## src/rtl/stack_pkg.sv

```systemverilog
// Shared definitions for the LIFO stack: operation encoding and a constant clog2 helper.
package stack_pkg;

  typedef logic [1:0] op_t;

  localparam op_t OP_NOP     = 2'd0;
  localparam op_t OP_PUSH    = 2'd1;
  localparam op_t OP_POP     = 2'd2;
  localparam op_t OP_REPLACE = 2'd3;

  // Number of bits needed to index 'value' distinct items (0 for value <= 1).
  function automatic int clog2(input int value);
    int bits;
    int rem;
    bits = 0;
    rem  = value - 1;
    while (rem > 0) begin
      bits++;
      rem = rem >> 1;
    end
    return bits;
  endfunction

endpackage

```

## src/rtl/stack_mem.sv

```systemverilog
// DEPTH x WIDTH register file: one synchronous write port, async pop read port and,
// when STACK_PEEK_EN is defined, a second async read port for peek.
module stack_mem
  import stack_pkg::*;
#(
  parameter  int WIDTH = 8,
  parameter  int DEPTH = 16,
  localparam int AW    = clog2(DEPTH)
) (
  input  logic             clk,
  input  logic             i_we,
  input  logic [AW-1:0]    i_waddr,
  input  logic [WIDTH-1:0] i_wdata,
  input  logic [AW-1:0]    i_raddr_a,
  output logic [WIDTH-1:0] o_rdata_a
`ifdef STACK_PEEK_EN
  ,
  input  logic [AW-1:0]    i_raddr_b,
  output logic [WIDTH-1:0] o_rdata_b
`endif
);

  logic [WIDTH-1:0] r_mem [DEPTH];

  // NOTE: the storage array has no reset; occupancy is tracked by the count register alone.
  always_ff @(posedge clk) begin
    if (i_we) r_mem[i_waddr] <= i_wdata;
  end

  assign o_rdata_a = r_mem[i_raddr_a];

`ifdef STACK_PEEK_EN
  assign o_rdata_b = r_mem[i_raddr_b];
`endif

endmodule

```

## src/rtl/param_stack.sv

```systemverilog
// Parametrised LIFO with registered pop data, occupancy count and sticky error flags.
// Optional peek ports enabled by defining STACK_PEEK_EN.
module param_stack
  import stack_pkg::*;
#(
  parameter  int WIDTH = 8,
  parameter  int DEPTH = 16,
  localparam int CW    = clog2(DEPTH + 1)
) (
  input  logic             clk,
  input  logic             rst,
  input  logic             push,
  input  logic             pop,
  input  logic [WIDTH-1:0] din,
  input  logic             err_clr,
  output logic [WIDTH-1:0] dout,
  output logic             dout_valid,
  output logic [CW-1:0]    count,
  output logic             empty,
  output logic             full,
  output logic             overflow,
  output logic             underflow
`ifdef STACK_PEEK_EN
  ,
  output logic [WIDTH-1:0] peek,
  output logic             peek_valid
`endif
);

  localparam int AW = clog2(DEPTH);

  logic [CW-1:0]    r_count;
  logic [WIDTH-1:0] r_dout;
  logic             r_dout_valid;
  logic             r_overflow;
  logic             r_underflow;

  logic             w_empty;
  logic             w_full;
  op_t              w_op;
  logic             w_ovf_set;
  logic             w_udf_set;
  logic             w_we;
  logic [AW-1:0]    w_top_addr;
  logic [AW-1:0]    w_wr_addr;
  logic [WIDTH-1:0] w_top_data;

  assign w_empty    = (r_count == '0);
  assign w_full     = (r_count == CW'(DEPTH));
  // Clamp to entry 0 when empty so the read address never leaves the array.
  assign w_top_addr = w_empty ? '0 : AW'(r_count - CW'(1));

  // NOTE: every output of this block gets a default first, so no path can infer a latch.
  always_comb begin
    w_op      = OP_NOP;
    w_ovf_set = 1'b0;
    w_udf_set = 1'b0;
    if (push && pop) begin
      w_op = w_empty ? OP_PUSH : OP_REPLACE;
    end else if (push) begin
      if (w_full) w_ovf_set = 1'b1;
      else        w_op      = OP_PUSH;
    end else if (pop) begin
      if (w_empty) w_udf_set = 1'b1;
      else         w_op      = OP_POP;
    end
  end

  assign w_we      = !rst && ((w_op == OP_PUSH) || (w_op == OP_REPLACE));
  assign w_wr_addr = (w_op == OP_REPLACE) ? w_top_addr : AW'(r_count);

  stack_mem #(
    .WIDTH (WIDTH),
    .DEPTH (DEPTH)
  ) u_mem (
    .clk       (clk),
    .i_we      (w_we),
    .i_waddr   (w_wr_addr),
    .i_wdata   (din),
    .i_raddr_a (w_top_addr),
    .o_rdata_a (w_top_data)
`ifdef STACK_PEEK_EN
    ,
    .i_raddr_b (w_top_addr),
    .o_rdata_b (peek)
`endif
  );

  // NOTE: state registers use non-blocking assignments so every flop samples pre-edge values.
  always_ff @(posedge clk) begin
    if (rst) begin
      r_count      <= '0;
      r_dout       <= '0;
      r_dout_valid <= 1'b0;
      r_overflow   <= 1'b0;
      r_underflow  <= 1'b0;
    end else begin
      r_dout_valid <= 1'b0;
      case (w_op)
        OP_PUSH: r_count <= r_count + CW'(1);
        OP_POP: begin
          r_count      <= r_count - CW'(1);
          r_dout       <= w_top_data;
          r_dout_valid <= 1'b1;
        end
        OP_REPLACE: begin
          r_dout       <= w_top_data;
          r_dout_valid <= 1'b1;
        end
        default: ;
      endcase
      // Clear wins over a same-cycle set.
      if (err_clr)        r_overflow <= 1'b0;
      else if (w_ovf_set) r_overflow <= 1'b1;
      if (err_clr)        r_underflow <= 1'b0;
      else if (w_udf_set) r_underflow <= 1'b1;
    end
  end

  assign dout       = r_dout;
  assign dout_valid = r_dout_valid;
  assign count      = r_count;
  assign empty      = w_empty;
  assign full       = w_full;
  assign overflow   = r_overflow;
  assign underflow  = r_underflow;

`ifdef STACK_PEEK_EN
  assign peek_valid = !w_empty;
`endif

endmodule

```

## config.mk

```make
export PLATFORM = sky130hd
export DESIGN_NAME = param_stack
export DESIGN_NICKNAME = d
export VERILOG_FILES = /design/src/rtl/stack_pkg.sv /design/src/rtl/stack_mem.sv /design/src/rtl/param_stack.sv
export SDC_FILE = /design/constraint.sdc
export NUM_CORES = 1
export LEC_CHECK = 0
export BUFFER_PORTS_ARGS = -buffer_cell sky130_fd_sc_hd__clkbuf_2
export CORE_AREA = 2 2 106 108
export CTS_CLUSTER_SIZE = 25
export DETAILED_ROUTE_END_ITERATION = 12
export DIE_AREA = 0 0 108 110
export PLACE_DENSITY_LB_ADDON = 0.25
export SYNTH_ARGS = -nofsm -noshare
export SYNTH_HDL_FRONTEND = slang
export SYNTH_SLANG_ARGS = --single-unit
```

## constraint.sdc

```tcl
create_clock -name clk -period 4.4 [get_ports clk]
set_input_delay 0.88 -clock clk [delete_from_list [all_inputs] [get_ports clk]]
set_output_delay 0.88 -clock clk [all_outputs]
set_load 0.02 [all_outputs]
```

* Word-level counts from Yosys, hierarchy flattened
Memories as Yosys holds them, arrays and structs flattened. A register that Yosys moved wholly into a read port is not among the register bits. Cells that the tools add are included.
Cells by class: order comparisons 0, bitwise gates (word level) 0, $add $sub $neg 2, reductions and logical operators 8, equality and inequality tests 4, mux-type cells 19, divide/modulo/power cells 0, shifts and indexed selects 0, multiply operators 0
Operators by type and width (number):
- $mux 1 | 11
- $mux 2 | 5
- $pmux 5 s2 | 1
- $mux 4 | 2
- $add 5x1->5 const B | 1
- $eq 5x5->1 const B | 1
- $logic_not 5->1 | 1
- $sub 5x1->5 const B | 1
- $eq 2x2->1 const B | 2
- $reduce_or 2->1 | 2
- $eq 2x1->1 const B | 1
- $logic_and 1x1->1 | 2
- $reduce_bool 2->1 | 1
- $logic_not 1->1 | 1
- $logic_or 1x1->1 | 1
Word-level totals: bits of input ports 13, RAM bits 128, latch bits 0, logic and storage cells 38, bits in read-only memories 0, bits in registers 8, output and inout bits 18, memories kept 1
Memory list:
- u_mem.r_mem | depth 16, width 8, rd ports 1, clocked after memory_dff 1, write ports 1, RTL line stack_mem.sv:23 | logic [WIDTH-1:0] r_mem [DEPTH];

* Logic depth before layout (Yosys ltp)
Gate-level depths: netlist of the first run.
depth after elaboration 10, depth in mapped cells 15, depth with buffers taken out 11

* Hierarchy
A second synthesis of the first run with hierarchy kept.
Second synthesis, totals: cell total of the unflattened synthesis 326, area, all modules 5859.4 um^2
By module, submodules not included:
- stack_mem | sequential area each 3843.7 um^2, cells each 221, area an instance 4987.3 um^2, instances 1
- param_stack | sequential area each 320.3 um^2, cells each 105, area an instance 872.1 um^2, instances 1

* Worst setup path before layout of the first run
Ideal clock, no wire load.
kind register -> register, start point register r_count[0] (netlist: count[0]), end point memory u_mem.r_mem[5][0], enable pin, period minus slack after synthesis 3.830 ns, data arrival time 3.460 ns, setup time 0.370 ns, buffers on the path 6, setup slack 0.570 ns, stages on the path, launching flop included 15, data required time 4.030 ns, cells stage by stage dfxtp_1 -> inv_1 -> clkbuf_1 -> clkbuf_1 -> ha_1 -> or4b_4 -> buf_6 -> buf_6 -> and2_1 -> ha_1 -> clkbuf_1 -> buf_1 -> nor3b_1 -> a31oi_1 -> nor2_1
Between the ends: cells in the longest elaborated chain, start to end 10, elaborated cells between the ends (all ways) 17, those cells by class add/sub: 1; eq/ne: 3; mux: 10; reduce/logical: 3
RTL lines:
- start, declared | RTL line param_stack.sv:32 | logic [CW-1:0] r_count;
- start signal, assigned | RTL line param_stack.sv:100 | OP_PUSH: r_count <= r_count + CW'(1);
- start signal, assigned | RTL line param_stack.sv:102 | r_count <= r_count - CW'(1);
- $logic_not 5->1 | RTL line param_stack.sv:48 | assign w_empty = (r_count == '0);
- $mux 2 | RTL line param_stack.sv:64 | if (w_empty) w_udf_set = 1'b1;
- $mux 2 | RTL line param_stack.sv:63 | end else if (pop) begin
- $mux 2 | RTL line param_stack.sv:60 | end else if (push) begin
- $mux 2 | RTL line param_stack.sv:58 | if (push && pop) begin
- $eq 2x1->1 / $eq 2x2->1 (equally long branches) | RTL line param_stack.sv:69, param_stack.sv:70
- $logic_or 1x1->1 | RTL line param_stack.sv:69 | assign w_we = !rst && ((w_op == OP_PUSH) || (w_op == OP_REPLACE));
- $logic_and 1x1->1 | RTL line param_stack.sv:69
- $mux 1 | RTL line stack_mem.sv:27 | if (i_we) r_mem[i_waddr] <= i_wdata;
- $mux 1 (implied by the code) | RTL line stack_mem.sv:27
- end, declared | RTL line stack_mem.sv:23
Parallel ways exist; a longest one is shown, timed or not.

* Worst setup path after layout of the first run
start point register r_count[1] (netlist: count[1]), end point register r_dout[5] (netlist: dout[5]) (read register of u_mem.r_mem)
Between the ends: cells in the longest elaborated chain, start to end 7, elaborated cells between the ends (all ways) 13, those cells by class add/sub: 1; eq/ne: 3; mux: 7; reduce/logical: 2
RTL lines:
- $logic_not 5->1 | RTL line param_stack.sv:48
- $mux 2 | RTL line param_stack.sv:64
- $mux 2 | RTL line param_stack.sv:63
- $mux 2 | RTL line param_stack.sv:60
- $mux 2 | RTL line param_stack.sv:58
- $eq 2x2->1 | RTL line param_stack.sv:99 | case (w_op)
- $reduce_or 2->1 (no line)
- end, declared | RTL line param_stack.sv:33 | logic [WIDTH-1:0] r_dout;
Parallel ways exist; a longest one is shown, timed or not. A chain may end at the register's enable or synchronous reset.

==> summary by stage, run 1 <==
Pwr
The internal power is 3.240 mW. The share of total power dissipated in the clock network is 0.266. The power share of the sequential group is 0.312.

The switching power total is 2.061 mW. Across the VDD grid, the largest voltage drop is 0.4633 mV. The leakage component of the power is 2.403 nW. Of the total power, the share spent switching nets is 0.3888. The power per cell area is 748.7 mW/mm2. The share of total power dissipated in combinational logic is 0.423.

Timing
The post-route clock skew is 5.607 ps. The setup TNS is 0 ps. The period utilization is 0.8382.

The total count of hold-check failures in the final report is 0. Final hold analysis gives a worst-case slack of 491.7 ps. The final count of pins violating max slew came to 0.

The post-layout minimum cycle time is 3688 ps. The fmax is 0.2711 GHz. The final-report setup violation count is 0.

For the pin with the worst max-slew slack, the measured transition is 1052 ps. Setup repair after global routing left no endpoint under its margin. Measured against its own limit, the worst slew margin works out to 0.2934.

Clock network
At the later pin of the worst-skew pair, clock insertion delay measures 530 ps. In this run the number of H-tree levels came out at 4. In this run the clock root is driven by a sky130_fd_sc_hd__clkbuf_8. The clock net in this run drives a total of 144 sinks.

The post-CTS setup buffer count is 0. TritonCTS built the clock tree. After clock tree synthesis, the clock-pin slew on the worst setup and hold paths is 60 ps.

The number of buffers added by the clock tree synthesis step is 17. The number of gates resized after CTS is 0. Counting along the longest clock path gives a buffer depth of 2.

The number of hold buffers added after CTS was 0.

Yosys
The share of the Yosys chip area taken by registers is 0.6616. In this run, synthesis inferred 128 flip-flops with an integrated enable. The synthesized net count is 493. Of the post-synthesis cell area, the dominant cell type holds 0.6107.

By area the synthesized netlist is led by sky130_fd_sc_hd__edfxtp_1 (61%), sky130_fd_sc_hd__dfxtp_1 (5.1%), sky130_fd_sc_hd__mux2i_1 (2.9%). After synthesis, the share of flip-flops with an asynchronous set or reset is 0. After technology mapping, the gate count stands at 475. By count the netlist is led by sky130_fd_sc_hd__edfxtp_1 (128), sky130_fd_sc_hd__o21ai_0 (31), sky130_fd_sc_hd__nor2_1 (28), sky130_fd_sc_hd__nand2_1 (26), sky130_fd_sc_hd__nand2b_1 (19). In the synthesized netlist the dominant register cell turns out to be sky130_fd_sc_hd__edfxtp_1. By instance count, the leading cell after synthesis is sky130_fd_sc_hd__edfxtp_1.

The unique cell type count in the Yosys netlist is 46. The area of the mapped netlist is 0.006294 mm2. The synthesized design spends more area on one cell type than any other, namely sky130_fd_sc_hd__edfxtp_1. In this run the mean area of a mapped cell was 13.25 um2. During synthesis, Yosys emitted a total of 0 warnings.

Counting flops and latches in the post-synthesis netlist gives 144.

GRT
For this run the aggregate overflow at the end of global routing stands at 0. The first global-routing pass estimated 22.31 mm of wire. The number of global-route vias before repair is 3946. Entering global routing, the biggest net connects 70 pins. In the global route stage, overall resource usage came out at 0.2616. The number of antenna violations at the first check in global routing is 0.

Cells and area
The number of diodes added for antenna fixing is 0. From synthesis to final layout, the design area changed by 12.49%. For this run, the share of the core covered by cells in the final layout is 0.6618.

The number of nets in the final layout is 516. The finished layout holds 651 standard cells, fillers aside. The cell area after layout is 0.007079 mm2. The ratio of cells with drive above 1 in the final layout is 0.1566. Counting the fill cells in the layout gives 789.

Placement
The number of buffer cells added on primary ports is 30. The congestion estimate from routability-driven global placement came to 0.8935. The sum of net half-perimeters after detailed placement is 8.835 mm. The total cell area at the placement stage is 0.006489 mm2. The number of placed instances, taps included, is 619.

Worst setup path
The critical path capture point type is a register. The master of the slowest instance on the critical path is sky130_fd_sc_hd__a21boi_1. The family of cells with the greatest summed delay on the critical path is compound AO/OA/AOI/OAI gates. Walking the worst path, the cells encountered are inv_1, ha_1, or4b_4, and2_1, ha_1, nor2_1, nor2_1, a21boi_1, o21ai_0, o211ai_1.

The kind of start point of the critical path is a register. For the worst setup path, the data required time is 4850 ps. At the worst endpoint, the arrival time is 4140 ps.

Of all nets on the critical path, the largest fanout is 21. The number of buffers and inverters on the critical path is 1. The kind of critical path is register to register. For this run, the slowest stage of the critical path takes 600 ps.

Job
The count of maximum capacitance violations is 0.

Die
The boundary pin count is 31. The die is 108 um wide. The number of standard-cell rows in the floorplan is 38.

In this run the standard cell core region covers 0.01070 mm2. The floorplan step defined a die boundary enclosing 0.01188 mm2. The floorplan step set the die height to 110 um. The initial utilization of the core area, before any placement, comes to 0.5883.

Worst hold path
The class of the most critical hold timing path is register to register.

Route
The starting DRC count in detailed routing is 378. After detailed routing, the number of remaining DRC violations is 0. Dividing the detail-routed wire length by the instance count gives 22.35 um. After detailed routing, the total wire length is 14.55 mm. Using the TritonRoute via totals, the vias-per-cell ratio works out to 6.324. The first detailed-routing pass ran for 6 iterations. The number of vias in the routed layout is 4117. The count of antenna-violating nets left after detailed routing is 0.

Status
The run finished with clean final reports.
-- state kept, by name, summed over array words and instances (netlist names) --
name	count
underflow	1
dout	8
dout_valid	1
u_mem.r_mem	128
count	5
overflow	1
-- through the flow --
step | setup slack [ps] | power, mW
CTS | 730.3 | 5.279
detailed placement | 818.7 | 3.857
floorplan | 569.5 | 3.385
finish | 711.9 | 5.300
global route | 413.1 | 5.553
global placement | 931.3 | 3.823
-- cell type report --
class | instances | area [um2] | share of cell area
sequential | 144 | 4165 | 0.5884
multi-input combinational | 290 | 1914 | 0.2704
clock buffer | 23 | 499.2 | 0.07052
timing repair buffer | 37 | 202.7 | 0.02863
tap | 140 | 175.2 | 0.02474
clock inverter | 9 | 91.34 | 0.01290
inverter | 8 | 31.28 | 0.004419
-- worst reg2reg max path: cells and delay by family, from the launching register on --
| family | cells | cell delay, ps |
|---|---|---|
| AOI/OAI and AO/OA | 3 | 1170 |
| and+or+nand+nor | 4 | 1020 |
| adders and majority gates | 2 | 810 |
| DFF | 1 | 460 |
| buffers and inverters | 1 | 150 |
-- final timing paths --
check        slack [ps]      from       to  cells after the start
max                 710  count[1]  dout[5]                     10
min                 490   dout[7]  dout[7]                      2
max reg2reg         710  count[1]  dout[5]                     10
min reg2reg         490   dout[7]  dout[7]                      2
-- power by group through the flow --
stage                     combinational [mW]  clock [mW]  sequential [mW]
after floorplan                         1.66           0             1.72
after global placement                  2.15           0             1.67
after detailed placement                2.18           0             1.68
after CTS                               2.21        1.41             1.65
after global routing                    2.43        1.47             1.66
final                                   2.24        1.41             1.65
-- cell families (layout without fill, tap and decap cells) --
| logic type | after synthesis | after routing | share of synthesized area |
|---|---|---|---|
| flops | 144 | 144 | 0.6616 |
| xor+xnor | 5 | 5 | 0.006960 |
| simple gates | 118 | 118 | 0.09662 |
| buf+inv | 41 | 77 | 0.03419 |
| mux | 25 | 25 | 0.04115 |
| fa+ha+maj | 5 | 5 | 0.009940 |
| compound gates | 137 | 137 | 0.1495 |
-- routing by layer --
metal | vias up | GRT usage | share of wire
met3 | 29 | 0.06643 | 0.085
met2 | 210 | 0.4003 | 0.46
li1 | 1867 | - | -
met1 | 2011 | 0.3616 | 0.43
met4 | 0 | 0.1071 | 0.025
met5 | - | 0 | 0
-- layout by cell type, fill, tap and decap left out, types with 14 or more instances in the layout --
master                      netlist  routed
sky130_fd_sc_hd__clkbuf_16        0      18
sky130_fd_sc_hd__dfxtp_1         16      15
sky130_fd_sc_hd__nand2_1         26      26
sky130_fd_sc_hd__a211oi_1        15      15
sky130_fd_sc_hd__nand2b_1        19      19
sky130_fd_sc_hd__o21ai_0         31      31
sky130_fd_sc_hd__clkbuf_2         0      30
sky130_fd_sc_hd__a221oi_1        14      14
sky130_fd_sc_hd__nor2_1          28      28
sky130_fd_sc_hd__edfxtp_1       128     128
sky130_fd_sc_hd__mux2i_1         18      18
sky130_fd_sc_hd__a21o_1          14      14
(Power assumes the default switching activity.)
==> run 2: changes to the inputs <==
Settings changed: ABC_AREA from default to 1, CORE_AREA 2 2 106 108 to 2 2 107 109, DIE_AREA 0 0 108 110 to 0 0 109 111.
Clock period 4.4 ns to 3.57 ns, I/O delays scaled along.
==> run 2 against run 1 <==
Final area rose by 2.2%. Largest cell class unchanged. Largest power group unchanged. Critical endpoint is now u_mem.r_mem[9][5]. Register-to-register slack worse by 300 ps. Clock skew increased by 3.8 ps.
==> summary by stage, run 2 <==
Worst hold path
The endpoint of the worst hold path is underflow. The path class of the tightest hold or removal check is register to register. The start point of the worst min-delay path is underflow. The count of cells along the worst hold path is 2.

Die
The die extent in y is 111 um. For this configuration, the core starts out at a cell density of 0.5756. From left edge to right edge, the die measures 109 um. The boundary pin count is 31.

The die covers 0.01210 mm2. The area of the core region is 0.01108 mm2. The number of standard-cell rows in the floorplan is 39.

GRT
The wire length of the first global-routing pass is 23.13 mm. The number of global-route vias before repair is 4318. The number of antenna violations at the first check in global routing is 0. Summed over all layers, the global routing overflow is 0. The global routing usage summed across all routing layers is 0.2632.

The pin count of the biggest net entering global routing is 62.

Yosys
The flip-flop cell with the highest count after synthesis is sky130_fd_sc_hd__edfxtp_1. Counting distinct cell types in the post-synthesis netlist gives 29. The synthesized design contains 128 enable-type register cells. The sequential cell area fraction in the yosys report is 0.6531. Each instance of the synthesized netlist takes up on average 10.56 um2. Ranked by total cell area, the synthesized netlist is headed by sky130_fd_sc_hd__edfxtp_1 (60%), sky130_fd_sc_hd__nand3_1 (9.2%), sky130_fd_sc_hd__nand2_1 (5.2%). The post-synthesis async set-or-reset flop share is 0. The number of nets in the synthesized netlist is 622.

The number of warnings reported in the yosys synthesis log is 0. The cell type contributing the most total cell area after synthesis is sky130_fd_sc_hd__edfxtp_1. The most common cell in the netlist is sky130_fd_sc_hd__edfxtp_1. The proportion of netlist area held by the largest area contributor is 0.6028.

The area of the mapped netlist is 0.006376 mm2. The post-synthesis sequential element count is 144. The synthesized instance count is 604. Ranked by instance count, the synthesized netlist is headed by sky130_fd_sc_hd__edfxtp_1 (128), sky130_fd_sc_hd__nand3_1 (117), sky130_fd_sc_hd__nand2_1 (89), sky130_fd_sc_hd__inv_1 (82), sky130_fd_sc_hd__nor2_1 (55).

Cells and area
The area overhead of the layout relative to synthesis is 13.46%. The final layout contains 649 nets. The ratio of cells with drive above 1 in the final layout is 0.1630. The register name with the most flops is u_mem.r_mem.

The register with the most flip-flops in the layout has 128 of them. The library cells used most frequently in the layout, excluding fill and tap cells, are sky130_fd_sc_hd__edfxtp_1 (128), sky130_fd_sc_hd__nand3_1 (117), sky130_fd_sc_hd__nand2_1 (89). The number of diodes added for antenna fixing is 0. The most common cell after layout, fill and taps aside is sky130_fd_sc_hd__edfxtp_1.

Timing
The total count of hold-check failures in the final report came to 0. The fmax is 0.3167 GHz. Subtracting the final worst setup slack from the clock period gives 3158 ps.

The period utilization is 0.8846. The slew at the pin closest to its max-slew limit is 700.9 ps. The post-route clock skew is 9.400 ps. Setup repair after global routing left no endpoint under its margin. The final-report setup violation count is 0.

The worst-case headroom to the max-slew limit is 0.5310. The final count of pins violating max slew is 0. In the post-route analysis, the smallest setup slack over all paths is 412.0 ps. After routing, the total negative slack on setup checks comes to 0 ps.

Worst setup path
The beginning of the worst register-to-register path is count[1]. The worst reg2reg path depth is 10. The arrival time at the worst endpoint is 3210 ps. The critical path capture point type is a register. The endpoint identified for the worst register-to-register timing path is u_mem.r_mem[9][5]. By startpoint and endpoint, the worst setup path is classified as register to register. For flop-to-flop paths, the worst setup slack is 410 ps. The critical path required time is 3620 ps. The peak fanout along the critical path is 8. The worst setup path is launched from a register.

Route
After detailed routing, the average wire length per cell comes to 18.88 um. In the routed design, unresolved DRC markers number 0. In this run, the number of DRC markers left after iteration 0 of detailed routing was 625.

The count of TritonRoute iterations in the first routing pass is 6. The detail route stage leaves a number of antenna-violating nets equal to 0. The final layout contains routed wiring with a total length of 14.86 mm.

The detailed router placed 4471 vias in this run. The routed via count divided by cell count is 5.681.

Job
The count of maximum capacitance violations is 0.

Pwr
The power per cell area is 929.4 mW/mm2. IR analysis of the VDD net gives a maximum drop of 0.7350 mV. The internal power of the cells totals 3.912 mW. The relative contribution of the clock network to total power is 0.269. Total power for the finished layout comes to 6.724 mW. The proportion of total power due to net switching is 0.4182. The power share of the sequential group is 0.303.

The leakage component of the power is 2.940 nW. Of the total power, combinational logic draws 0.428. For this design the total switching power over the nets is 2.812 mW.

Clock network
TritonCTS built the clock tree. The cts-stage hold buffer count is 0. Counting along the longest clock path gives a buffer depth of 2. The cell sitting at the root of the clock tree is a sky130_fd_sc_hd__clkbuf_16.

Clock-pin slew was measured on the worst setup and hold paths at 60 ps. For this design, the sink count on the clock tree is 144. The later-pin clock latency in the skew report is 420 ps. Gates resized during post-CTS repair numbered 0. The number of buffers added by the clock tree synthesis step is 17.

In this run the number of H-tree levels came out at 4. The number of setup buffers added after CTS is 0.

Placement
Port buffering added 30 buffers. The HPWL after detailed placement is 9.379 mm. Routability-driven placement finished with a final weighted congestion of 0.8855. The setup slack at placement is 460.7 ps.

Status
The flow ran to the end, and the final reports show no timing, DRC or antenna violations.
[run 2: cell types whose count changed after synthesis, moves of 19 or more]
cell,delta
sky130_fd_sc_hd__nor2_1,+27
sky130_fd_sc_hd__or2_2,+24
sky130_fd_sc_hd__o21ai_0,-24
sky130_fd_sc_hd__inv_1,+75
sky130_fd_sc_hd__nand2_1,+63
sky130_fd_sc_hd__o2111ai_1,+23
sky130_fd_sc_hd__nand3_1,+110
sky130_fd_sc_hd__nand2b_1,-19
[run 2: worst max path at each step]
stage,from,endpoint,slack [ps],depth (start not counted)
5_1_grt,count[1],u_mem.r_mem[3][6],180,8
4_1_cts,count[1],u_mem.r_mem[12][7],440,12
3_3_place_gp,pop,u_mem.r_mem[9][3],570,8
6_report,count[1],u_mem.r_mem[9][5],410,10
2_1_floorplan,count[0],u_mem.r_mem[11][0],190,14
3_5_place_dp,count[1],u_mem.r_mem[12][3],460,12
[run 2: cell type report]
cell class              instances  area [um2]
clock buffers                  17       425.4
clock inverters                15       186.4
fillers                       810        3842
inverters                      87       329.1
multi-input cells             343        1740
flip-flops and latches        144        4164
well taps                     143       178.9
repair buffers                 38       210.2
[run 2: cell families after synthesis]
logic type,Yosys count,synth area share
flip-flops,144,0.6531
adder cells (fa/ha/maj),5,0.009812
AO/OA/AOI/OAI,43,0.05004
AND/OR/NAND/NOR,291,0.2076
XOR/XNOR,4,0.005496
buffers and inverters,117,0.07398
[run 2: routing by layer]
layer,global-route usage,vias to the layer above,wire [um]
met4,0.1026,0,406
li1,-,2117,-
met5,0,-,0
met3,0.06584,33,1262
met1,0.3688,2100,6090
met2,0.3963,221,7095
[run 2: metrics by stage]
step	utilization	hold slack, ps	area [um2]	std cells
final	0.6531	486.4	7234	787
after global routing	0.6531	509.3	7234	787
after CTS	0.6531	489.2	7234	787
after detailed placement	0.5979	472.0	6623	755
after global placement	0.5979	461.1	6623	755
after floorplan	-	568.1	6376	604
[run 2: worst max-delay path: stages, from the launching register on]
cell and delay, ps:
sky130_fd_sc_hd__dfxtp_1 410, sky130_fd_sc_hd__inv_1 120, sky130_fd_sc_hd__ha_1 210, sky130_fd_sc_hd__nand3_1 110
sky130_fd_sc_hd__nor2_1 60, sky130_fd_sc_hd__nor2_1 170, sky130_fd_sc_hd__ha_1 300, sky130_fd_sc_hd__inv_1 130
sky130_fd_sc_hd__o21ai_0 310, sky130_fd_sc_hd__nand3_1 380, sky130_fd_sc_hd__nor2_1 610
[run 2: power groups by stage]
stage	clock, mW	sequential [mW]	combinational (mW)
after floorplan	0	2.16	1.96
after global placement	0	2.07	2.78
after detailed placement	0	2.08	2.82
after CTS	1.82	2.04	2.85
after global routing	1.88	2.06	3.18
final	1.81	2.04	2.88
